`src/rtl/alu.sv`:
```
// Registered 32-bit RV32I execute-stage ALU: one operation per cycle, result and zero flag registered.
// Optional macro ALU_SHIFT_EN adds SLL/SRL/SRA; without it those codes return 0 like any unlisted code.
module alu (
    input  logic        clk,
    input  logic        rst_n,
    input  logic [31:0] operand1,
    input  logic [31:0] operand2,
    input  logic [3:0]  alu_control,
    output logic [31:0] alu_out,
    output logic        zero
);

    typedef enum logic [3:0] {
        ALU_AND  = 4'b0000,
        ALU_OR   = 4'b0001,
        ALU_ADD  = 4'b0010,
        ALU_SLL  = 4'b0011,
        ALU_SRL  = 4'b0100,
        ALU_SRA  = 4'b0101,
        ALU_SUB  = 4'b0110,
        ALU_SLT  = 4'b0111,
        ALU_SLTU = 4'b1000,
        ALU_XOR  = 4'b1100,
        ALU_NOR  = 4'b1101
    } alu_op_e;

    logic [31:0] result_next;

`ifdef ALU_SHIFT_EN
    logic [4:0] shamt;
    assign shamt = operand2[4:0];
`endif

    // NOTE: result_next gets a default before the case so no path leaves it unassigned (no latch).
    always_comb begin
        result_next = '0;
        case (alu_control)
            ALU_AND:  result_next = operand1 & operand2;
            ALU_OR:   result_next = operand1 | operand2;
            ALU_ADD:  result_next = operand1 + operand2;
            ALU_SUB:  result_next = operand1 - operand2;
            ALU_SLT:  result_next = {31'd0, $signed(operand1) < $signed(operand2)};
            ALU_SLTU: result_next = {31'd0, operand1 < operand2};
            ALU_XOR:  result_next = operand1 ^ operand2;
            ALU_NOR:  result_next = ~(operand1 | operand2);
`ifdef ALU_SHIFT_EN
            ALU_SLL:  result_next = operand1 << shamt;
            ALU_SRL:  result_next = operand1 >> shamt;
            ALU_SRA:  result_next = 32'($signed(operand1) >>> shamt);
`endif
            default:  result_next = '0;
        endcase
    end

    // zero is derived from result_next so both registers always agree with each other.
    // NOTE: sequential state uses non-blocking assignments so every register samples pre-edge values.
    always_ff @(posedge clk) begin
        if (!rst_n) begin
            alu_out <= '0;
            zero    <= 1'b1;
        end else begin
            alu_out <= result_next;
            zero    <= (result_next == 32'd0);
        end
    end

endmodule

```
`config.mk`:
```
export PLATFORM = sky130hd
export DESIGN_NAME = alu
export DESIGN_NICKNAME = d
export VERILOG_FILES = /design/src/rtl/alu.sv
export SDC_FILE = /design/constraint.sdc
export NUM_CORES = 1
export LEC_CHECK = 0
export BUFFER_PORTS_ARGS = -buffer_cell sky130_fd_sc_hd__buf_4
export CAP_MARGIN = 5
export CORE_ASPECT_RATIO = 1.5
export CORE_UTILIZATION = 45
export CTS_CLUSTER_SIZE = 24
export DETAILED_ROUTE_END_ITERATION = 10
export GPL_TIMING_DRIVEN = 1
export PLACE_DENSITY = 0.77
export SLEW_MARGIN = 20
export SYNTH_ARGS = -nofsm -noshare
export SYNTH_HDL_FRONTEND = slang
export SYNTH_SLANG_ARGS = --single-unit
```
`constraint.sdc`:
```
create_clock -name clk -period 2.9 [get_ports clk]
set_input_delay 0.145 -clock clk [delete_from_list [all_inputs] [get_ports clk]]
set_output_delay 0.145 -clock clk [all_outputs]
set_load 0.02 [all_outputs]
```
# ---- After elaboration in Yosys (flattened, before gate mapping)
# Cells that the tools add are included.
dict set report classes {
  n_eq_ne 7
  n_reduce_logical 2
  n_mux 1
  n_lt_le_gt_ge 2
  bitwise_logic 4
  add_sub_neg 2
}
# op n
set op_table {}
lappend op_table {{$pmux 32 s8} 1}
lappend op_table {{$lt 32x32->1} 2}
lappend op_table {{$add 32x32->32} 1}
lappend op_table {{$and 32x32->32} 1}
lappend op_table {{$logic_not 32->1} 1}
lappend op_table {{$not 32->32} 1}
lappend op_table {{$or 32x32->32} 1}
lappend op_table {{$sub 32x32->32} 1}
lappend op_table {{$xor 32x32->32} 1}
lappend op_table {{$eq 4x4->1 const B} 3}
lappend op_table {{$eq 4x3->1 const B} 2}
lappend op_table {{$eq 4x1->1 const B} 1}
lappend op_table {{$eq 4x2->1 const B} 1}
lappend op_table {{$logic_not 4->1} 1}
dict set report word_totals {
  register_bits 33
  out_inout_bits 33
  inputBits 70
  wordCells 20
}

# ---- Longest topological paths before layout
# Gate-level depths: netlist of the first run.
dict set report depth {
  ltp_word 4
  depth_mapped 13
  ltp_nobuf 13
}

# ---- Worst setup path before layout of the first run
# Ideal clock, no wire load.
dict set report synth_timing {
  kind {input -> register}
  startpoint {input port operand1[0]}
  endpoint {register zero}
  setup_time_ns 0.096
  required_ns 2.804
  path_stages 12
  setup_slack_ns 0.033
  t_arrival_ns 2.771
  path_buffers 0
  path_cell_list {ha_1 > fa_1 > a21o_1 > a221oi_2 > or3_1 > a21oi_2 > and3b_1 > o32ai_1 > o221ai_1 > nand2_1 > or3b_1 > o41ai_2}
}
dict set report synth_between {
  elab_chain_cells 4
  word_cells_on_any_way 10
  classes_between {2 x add/sub; 2 x order compare; 1 x mux; 4 x bitwise; 1 x reduce/logical}
}
# element line
set synth_rtl {}
lappend synth_rtl {{start, declared} 6} ;# input logic [31:0] operand1,
lappend synth_rtl {{parallel branches: the longest is 2 deep, another holds $sub 32x32->32} n/a}
lappend synth_rtl {{$pmux 32 s8 *} 37} ;# case (alu_control)
lappend synth_rtl {{$logic_not 32->1 *} 63} ;# zero <= (result_next == 32'd0);
lappend synth_rtl {{end signal, assigned} 63}
lappend synth_rtl {{end, declared} 10} ;# output logic zero
# Every way passes the cells marked *.
# A chain may end at the register's enable or synchronous reset.

# ---- Final worst setup path of the first run
# Ends and elaborated chain as after synthesis.

==> results of run 1 <==
-- cells by family (layout without fill, tap and decap cells) --
family,count (synthesis),in the layout,synth area share (%)
flip-flops,33,33,9.41
adder cells (fa/ha/maj),98,98,17.7
XOR/XNOR,2,2,0.250
multiplexers,6,6,0.874
buffers and inverters,164,506,9.16
AO/OA/AOI/OAI,377,377,37.2
AND/OR/NAND/NOR,342,342,25.4
-- cell type report --
class	instances	area, sq um	share of cell area [%]
Multi-Input combinational cell	825	6090	57.4
Inverter	95	357	3.36
Sequential cell	33	661	6.23
Clock buffer	6	129	1.21
Timing Repair Buffer	403	3120	29.4
Clock inverter	2	10.0	0.0944
Tap cell	199	249	2.35
-- registers in the layout, indices dropped and copies added, names as in the netlist --
name and count:
zero 1, alu_out 32
-- cells in the mapped netlist (11+ instances only) --
master	count
nor3_1	30
o211ai_1	17
nand4_1	15
o21ai_0	70
nor2_1	74
o31ai_1	13
o21bai_1	11
a21oi_1	87
and2_1	22
buf_2	13
nand2_1	76
a31oi_1	11
nor4_1	16
clkbuf_1	47
nor2b_1	26
dfxtp_1	33
and3_1	16
a211oi_1	14
nand3_1	17
a21o_1	14
o21a_1	12
ha_1	96
inv_1	92
a22oi_1	13
-- through the flow --
| step | setup TNS, ns | setup WS, ns | power [mW] | std cells |
|---|---|---|---|---|
| 5_1_grt | -0.248 | -0.248 | 3.29 | 1563 |
| 3_3_place_gp | -1.59 | -0.495 | 2.41 | 1542 |
| 6_report | -0.136 | -0.136 | 3.13 | 1563 |
| 3_5_place_dp | -2.05 | -0.567 | 2.44 | 1542 |
| 2_1_floorplan | 0 | 0.0329 | 1.47 | 1022 |
| 4_1_cts | -0.0787 | -0.0787 | 3.03 | 1560 |
-- power by group through the flow --
stage	Clock (mW)	Sequential, mW	Combinational, mW
3_5_place_dp	0	0.518	1.92
3_3_place_gp	0	0.517	1.90
5_1_grt	0.533	0.512	2.25
4_1_cts	0.506	0.509	2.02
2_1_floorplan	0	0.569	0.902
6_report	0.504	0.509	2.12
-- worst max-delay path, cell delays in order --
cell and delay (ns):
buf_4 0.12, inv_1 0.11, ha_4 0.16, fa_2 0.20, nor2_1 0.05, o311ai_2 0.34, a211oi_2 0.15, a211o_1 0.30
buf_4 0.16, o41ai_4 0.27, o31ai_2 0.15, a221o_1 0.37, nand2_1 0.07, or3b_1 0.36, o41ai_2 0.26
-- layout by cell type, fill, tap and decap left out, drive strengths merged, types with 15 or more instances in the layout --
| cell type | Yosys | routed |
|---|---|---|
| nor4 | 16 | 16 |
| dfxtp | 33 | 33 |
| nand3 | 17 | 17 |
| nor3 | 31 | 31 |
| nand2 | 76 | 76 |
| ha | 96 | 96 |
| o21ai | 77 | 77 |
| a21oi | 89 | 89 |
| o31ai | 15 | 15 |
| nand4 | 15 | 15 |
| o211ai | 17 | 17 |
| and3 | 16 | 16 |
| inv | 95 | 95 |
| nor2b | 26 | 26 |
| and2 | 22 | 22 |
| buf | 22 | 403 |
| nor2 | 74 | 74 |
-- per-layer routing --
metal,vias to the layer above,global-route usage (%)
met3,249,5.53
met1,4515,39.0
met2,600,70.0
met4,0,35.5
met5,-,0
li1,4459,-
-- worst paths after layout --
check	endpoint	slack, ns
max	zero	-0.14
min	zero	0.19
-- repair_timing --
item                                    in CTS  in global routing
pin swaps                                   16                 11
endpoints found under the setup margin       2                  8
buffers inserted                            10                  3
hold buffers                                 0                  0
gates resized for setup                     39                 21
==> impl_results.md, run 1 <==
- Area growth syn-to-layout: 51.2%
- Routability congestion estimate: about 1.1
- Worst hold start: rst_n
- Sw Ratio: between 40 and 50%
- Clk buf depth: 2
- Vias in the first global route: 9904
- Initial Util: a little under half
- Share of cells above drive strength 1: between 30% and 40%
- Critical path data arrival time: ~3.2 ns
- Largest net degree at the start of global routing: 34
- PwrDens: about 300 nW/um^2
- Sequential area share after synthesis: 9.41%
- Cell taking the most area after synthesis: ha_1
- CTS tree: built
- Clock root cell: clkbuf_16
- Min Tclk post-route: a little over 3 ns
- Slew margin rel.: about two fifths
- Crit path max fanout: 3
- First-pass GRT wire length: around 50000 microns
- Nets: between 1500 and 2000
- Leakage dissipation: 5.10 nW
- Pint: between 1.5 and 2 mW
- Placed inst area: 10000 sq um
- Crit path capture type: register
- Final wirelength: roughly 32000 microns
- Final Cell Area: approximately 11000 sq um
- H-tree Lvls: 2
- Critical path origin: operand1[0]
- Post-synth top flop: dfxtp_1
- Number of synthesized flops with an enable pin: 0
- Logic pwr share: between 60% and 70%
- Grt ovf: 0
- Actual slew at the worst max-slew pin: approximately 0.9 ns
- Initial antenna violation count: 0
- Critical Path Source Type: input port
- DR top layer: met4
- DPL Wire Length: roughly 25000 microns
- Final Cycle Share: 105%
- I/O Pins: 103
- Highest Clock Rate: 329 MHz
- Failing checks: setup timing
- PortBufs: approximately 100
- Die X: between 100 and 150 microns
- WHS Path Cells: 2
- Hold Vio Cnt, Final: 0
- Global-route usage over all layers: 39.0%
- Unrepaired setup endpoints after global routing: yes
- FFs w/ async S/R, synth: 0%
- Yosys warnings: 0
- Drt initial violations: around 780
- Min-Delay Path Class: input port to register
- Synth top area cells: ha_1, dfxtp_1, a21oi_1
- Post-synth top area share: between 10% and 20%
- Routed WL per cell: around 21 microns
- # setup viols final: 1
- Fillers: 1259
- Synthesized flop and latch total: 33
- Worst setup margin: -0.136 ns
- Met3 routed WL: between 2000 and 2500 microns
- Vias per cell: between 6 and 7
- First-pass DRT Iterations: 7
- Worst hold margin: just under 0.2 ns
- Avg Cell Area, Syn: just under 7 sq um
- Area of the die: 16100 sq um
- Reported max-cap violation count: 0
- CTS Sinks: 33
- Final core utilization: 70.1%
- Clk pwr share: 16.1%
- Seq pwr share: between 10% and 20%
- # diodes: 0
- Die span in y: around 150 microns
- Netlist cell types: 84
- Metal2 WL: around 15000 microns
- Via Count: around 9800
- Post-route ant nets: 0
- Core Footprint: 15100 sq um
- Met1 wire length: between 10000 and 15000 microns
- Clock transition at the registers of the reported paths: approximately 0.05 ns
- Cell Area, Synth: 7020 sq um
- Worst VDD drop: ~0.00022 V
- Fin. max-slew vios: 0
- Mapped Nets: about 1200
- P_sw: 1.34 mW
- Syn Inst Count: slightly above 1000
- Core Rows: between 50 and 60
- Worst Setup Path Type: input port to register
- DRC Markers: 0
- Inserted Clock Buffers: 5
- WP data required: approximately 3.1 ns
- Outcome: finished, violations left
No activity file was read; power rests on OpenSTA's default activity.
==> run 2: changes to the inputs <==
REMOVE_ABC_BUFFERS = 1   (was not set)
==> run 2 against run 1 <==
  * The run still ends with setup timing left
  * First-iteration DRC count grew 6.0%
  * Global-route usage rose by 0.35 points
  * Total power grew 3.7%
  * Maximum frequency shrank 0.11%
  * Critical endpoint unchanged
  * Largest cell class unchanged
  * Critical path type unchanged
  * Wire length up 0.15%
  * Critical path depth increased by 2
  * Sequential share of layout area increased by 0.073 points
==> impl_results.md, run 2 (synthesis results as in run 1) <==
- Routed WL per cell: 20.9 microns (+1.3%)
- Placed cell count: 1522 (-1.3%)
- Unrepaired setup endpoints after global routing: yes
- Clock root cell: clkbuf_16
- Fillers: 1269 (+0.79%)
- Final wirelength: 32300 microns (+0.15%)
- Most frequent cells in the layout: buf_4, inv_1, ha_1
- Initial antenna violation count: 0 (unchanged)
- Fin. max-slew vios: 0 (unchanged)
- Area of the die: 16100 sq um (unchanged)
- Worst VDD drop: 0.000250 V (+15%)
- Outcome: finished, violations left
- DPL Wire Length: 24100 microns (-5.0%)
- Vias per cell: 6.37 (+1.3%)
- Routability congestion estimate: 1.06 (-1.9%)
- # diodes: 0 (unchanged)
- Crit path capture type: register
- Critical path origin: operand1[8]
- DRC Markers: 0 (unchanged)
- Via Count: 9836 (+0.13%)
- Flip-flop count of the largest register after layout: 32 (unchanged)
- Min Tclk post-route: 3.04 ns (+0.00338 ns)
- Die X: 104 microns (unchanged)
- Biggest register: alu_out
- Slew margin rel.: 33.4% (-5.0 points)
- Leakage dissipation: 5.02 nW (-1.6%)
- Final Cycle Share: 105% (+0.12 points)
- Clock transition at the registers of the reported paths: 0.06 ns (about the same)
- Worst setup margin: -0.140 ns (-0.00338 ns)
- Highest Clock Rate: 329 MHz (-0.11%)
- Actual slew at the worst max-slew pin: 0.993 ns (+0.0722 ns)
- Area growth syn-to-layout: 49.4%
- Hold Vio Cnt, Final: 0 (unchanged)
- PwrDens: 310 nW/um^2 (+4.9%)
- Failing checks: setup timing
- Global-route usage over all layers: 39.3% (+0.35 points)
- Largest net degree at the start of global routing: 34 (unchanged)
- Setup WS pre-CTS: -0.505 ns (+0.0617 ns)
- Drt initial violations: 824 (+6.0%)
- Clk buf depth: 2 (unchanged)
- Crit path max fanout: 5 (+2)
- # setup viols final: 1 (unchanged)
- Inserted Clock Buffers: 5 (unchanged)
- Core Rows: 55 (unchanged)
- I/O Pins: 103 (unchanged)
- Initial Util: 46.4% (unchanged)
- Die span in y: 155 microns (unchanged)
- Min-Delay Path Class: input port to register
- CP most frequent cell: buf_4
- Placed inst area: 9830 sq um (-2.0%)
- Final core utilization: 69.3% (-0.81 points)
- Largest stage delay, worst path: 0.42 ns (+0.05 ns)
- Fin cells: 1545 (-1.2%)
- Vias in the first global route: 9660 (-2.5%)
- Area of the multi-input gates: 6090 sq um (+0.12%)
- First-pass DRT Iterations: 6 (-1)
- Share of cells above drive strength 1: 35.5% (-0.41 points)
- Critical Path Source Type: input port
- Post-route ant nets: 0 (unchanged)
- Crit path cell chain: buf_6, inv_1, ha_4, buf_4, nand2_1, o21ai_0, a221oi_2, buf_4, buf_4, a31o_4, buf_4, o211ai_1, a21oi_1, nand2_1, a22oi_1, or3b_4, o41ai_2
- Reg area: 661 sq um (unchanged)
- WP data required: 3.10 ns (+0.02 ns)
- Grt ovf: 0 (unchanged)
- First-pass GRT wire length: 50200 microns (+1.1%)
- Core Footprint: 15100 sq um (unchanged)
- Slowest cell on the critical path: or3b_4
- Nets: 1513 (-1.2%)
- Buf+Inv Stages, Crit Path: 6 (+3)
- Worst hold start: rst_n
- Final Cell Area: 10500 sq um (-1.2%)
- PortBufs: 102 (unchanged)
- Reported max-cap violation count: 0 (unchanged)
- Worst Setup Path Type: input port to register
- Critical path data arrival time: 3.24 ns (+0.02 ns)
- Worst hold margin: 0.209 ns (+0.0167 ns)
- Top flop regs: alu_out: 32 flops, zero: 1 flops
- CTS Sinks: 33 (unchanged)
- Commonest non-fill, non-tap cell in the layout: buf_4
- Crit path max-delay family: compound AO/OA/AOI/OAI gates
- CTS tree: built
- H-tree Lvls: 2 (unchanged)
-- run 2: final timing paths --
path              cells after the start  slack, ns   end
hold / removal                        2       0.21  zero
setup / recovery                     17      -0.14  zero
-- run 2: layout make-up --
class,count,area share (%)
Multi-Input combinational cell,825,58.1
Tap cell,199,2.37
Clock inverter,1,0.286
Inverter,95,3.42
Sequential cell,33,6.30
Clock buffer,7,1.36
Timing Repair Buffer,385,28.1
-- run 2: what timing repair did --
action,CTS,global route
pin swaps,21,13
buffers inserted,11,4
gates cloned,0,0
endpoints found under the setup margin,1,4
hold buffers,0,0
gates resized for setup,52,16
-- run 2: report_power, final --
| part | total [mW] | internal, mW | switching, mW |
|---|---|---|---|
| registers | 0.509 | 0.495 | 0.0139 |
| logic | 2.09 | 0.959 | 1.13 |
| clock network | 0.651 | 0.430 | 0.221 |
| total | 3.25 | 1.88 | 1.37 |
-- run 2: per-layer routing --
metal / wire length, microns / vias up / share of wire, % / GRT usage (%)
met5: 0 / - / 0 / 0
met4: 2990 / 0 / 9.3 / 31.0
met3: 2950 / 256 / 9.1 / 8.00
met2: 15300 / 685 / 47 / 68.0
met1: 11100 / 4490 / 34 / 41.8
li1: - / 4405 / - / -
-- run 2: through the flow --
step                power (mW)  setup TNS [ns]
detailed placement        2.38           -1.42
floorplan                 1.43          -11.07
CTS                       3.12         -0.0432
global placement          2.35           -1.05
finish                    3.25          -0.140
global route              3.39          -0.291
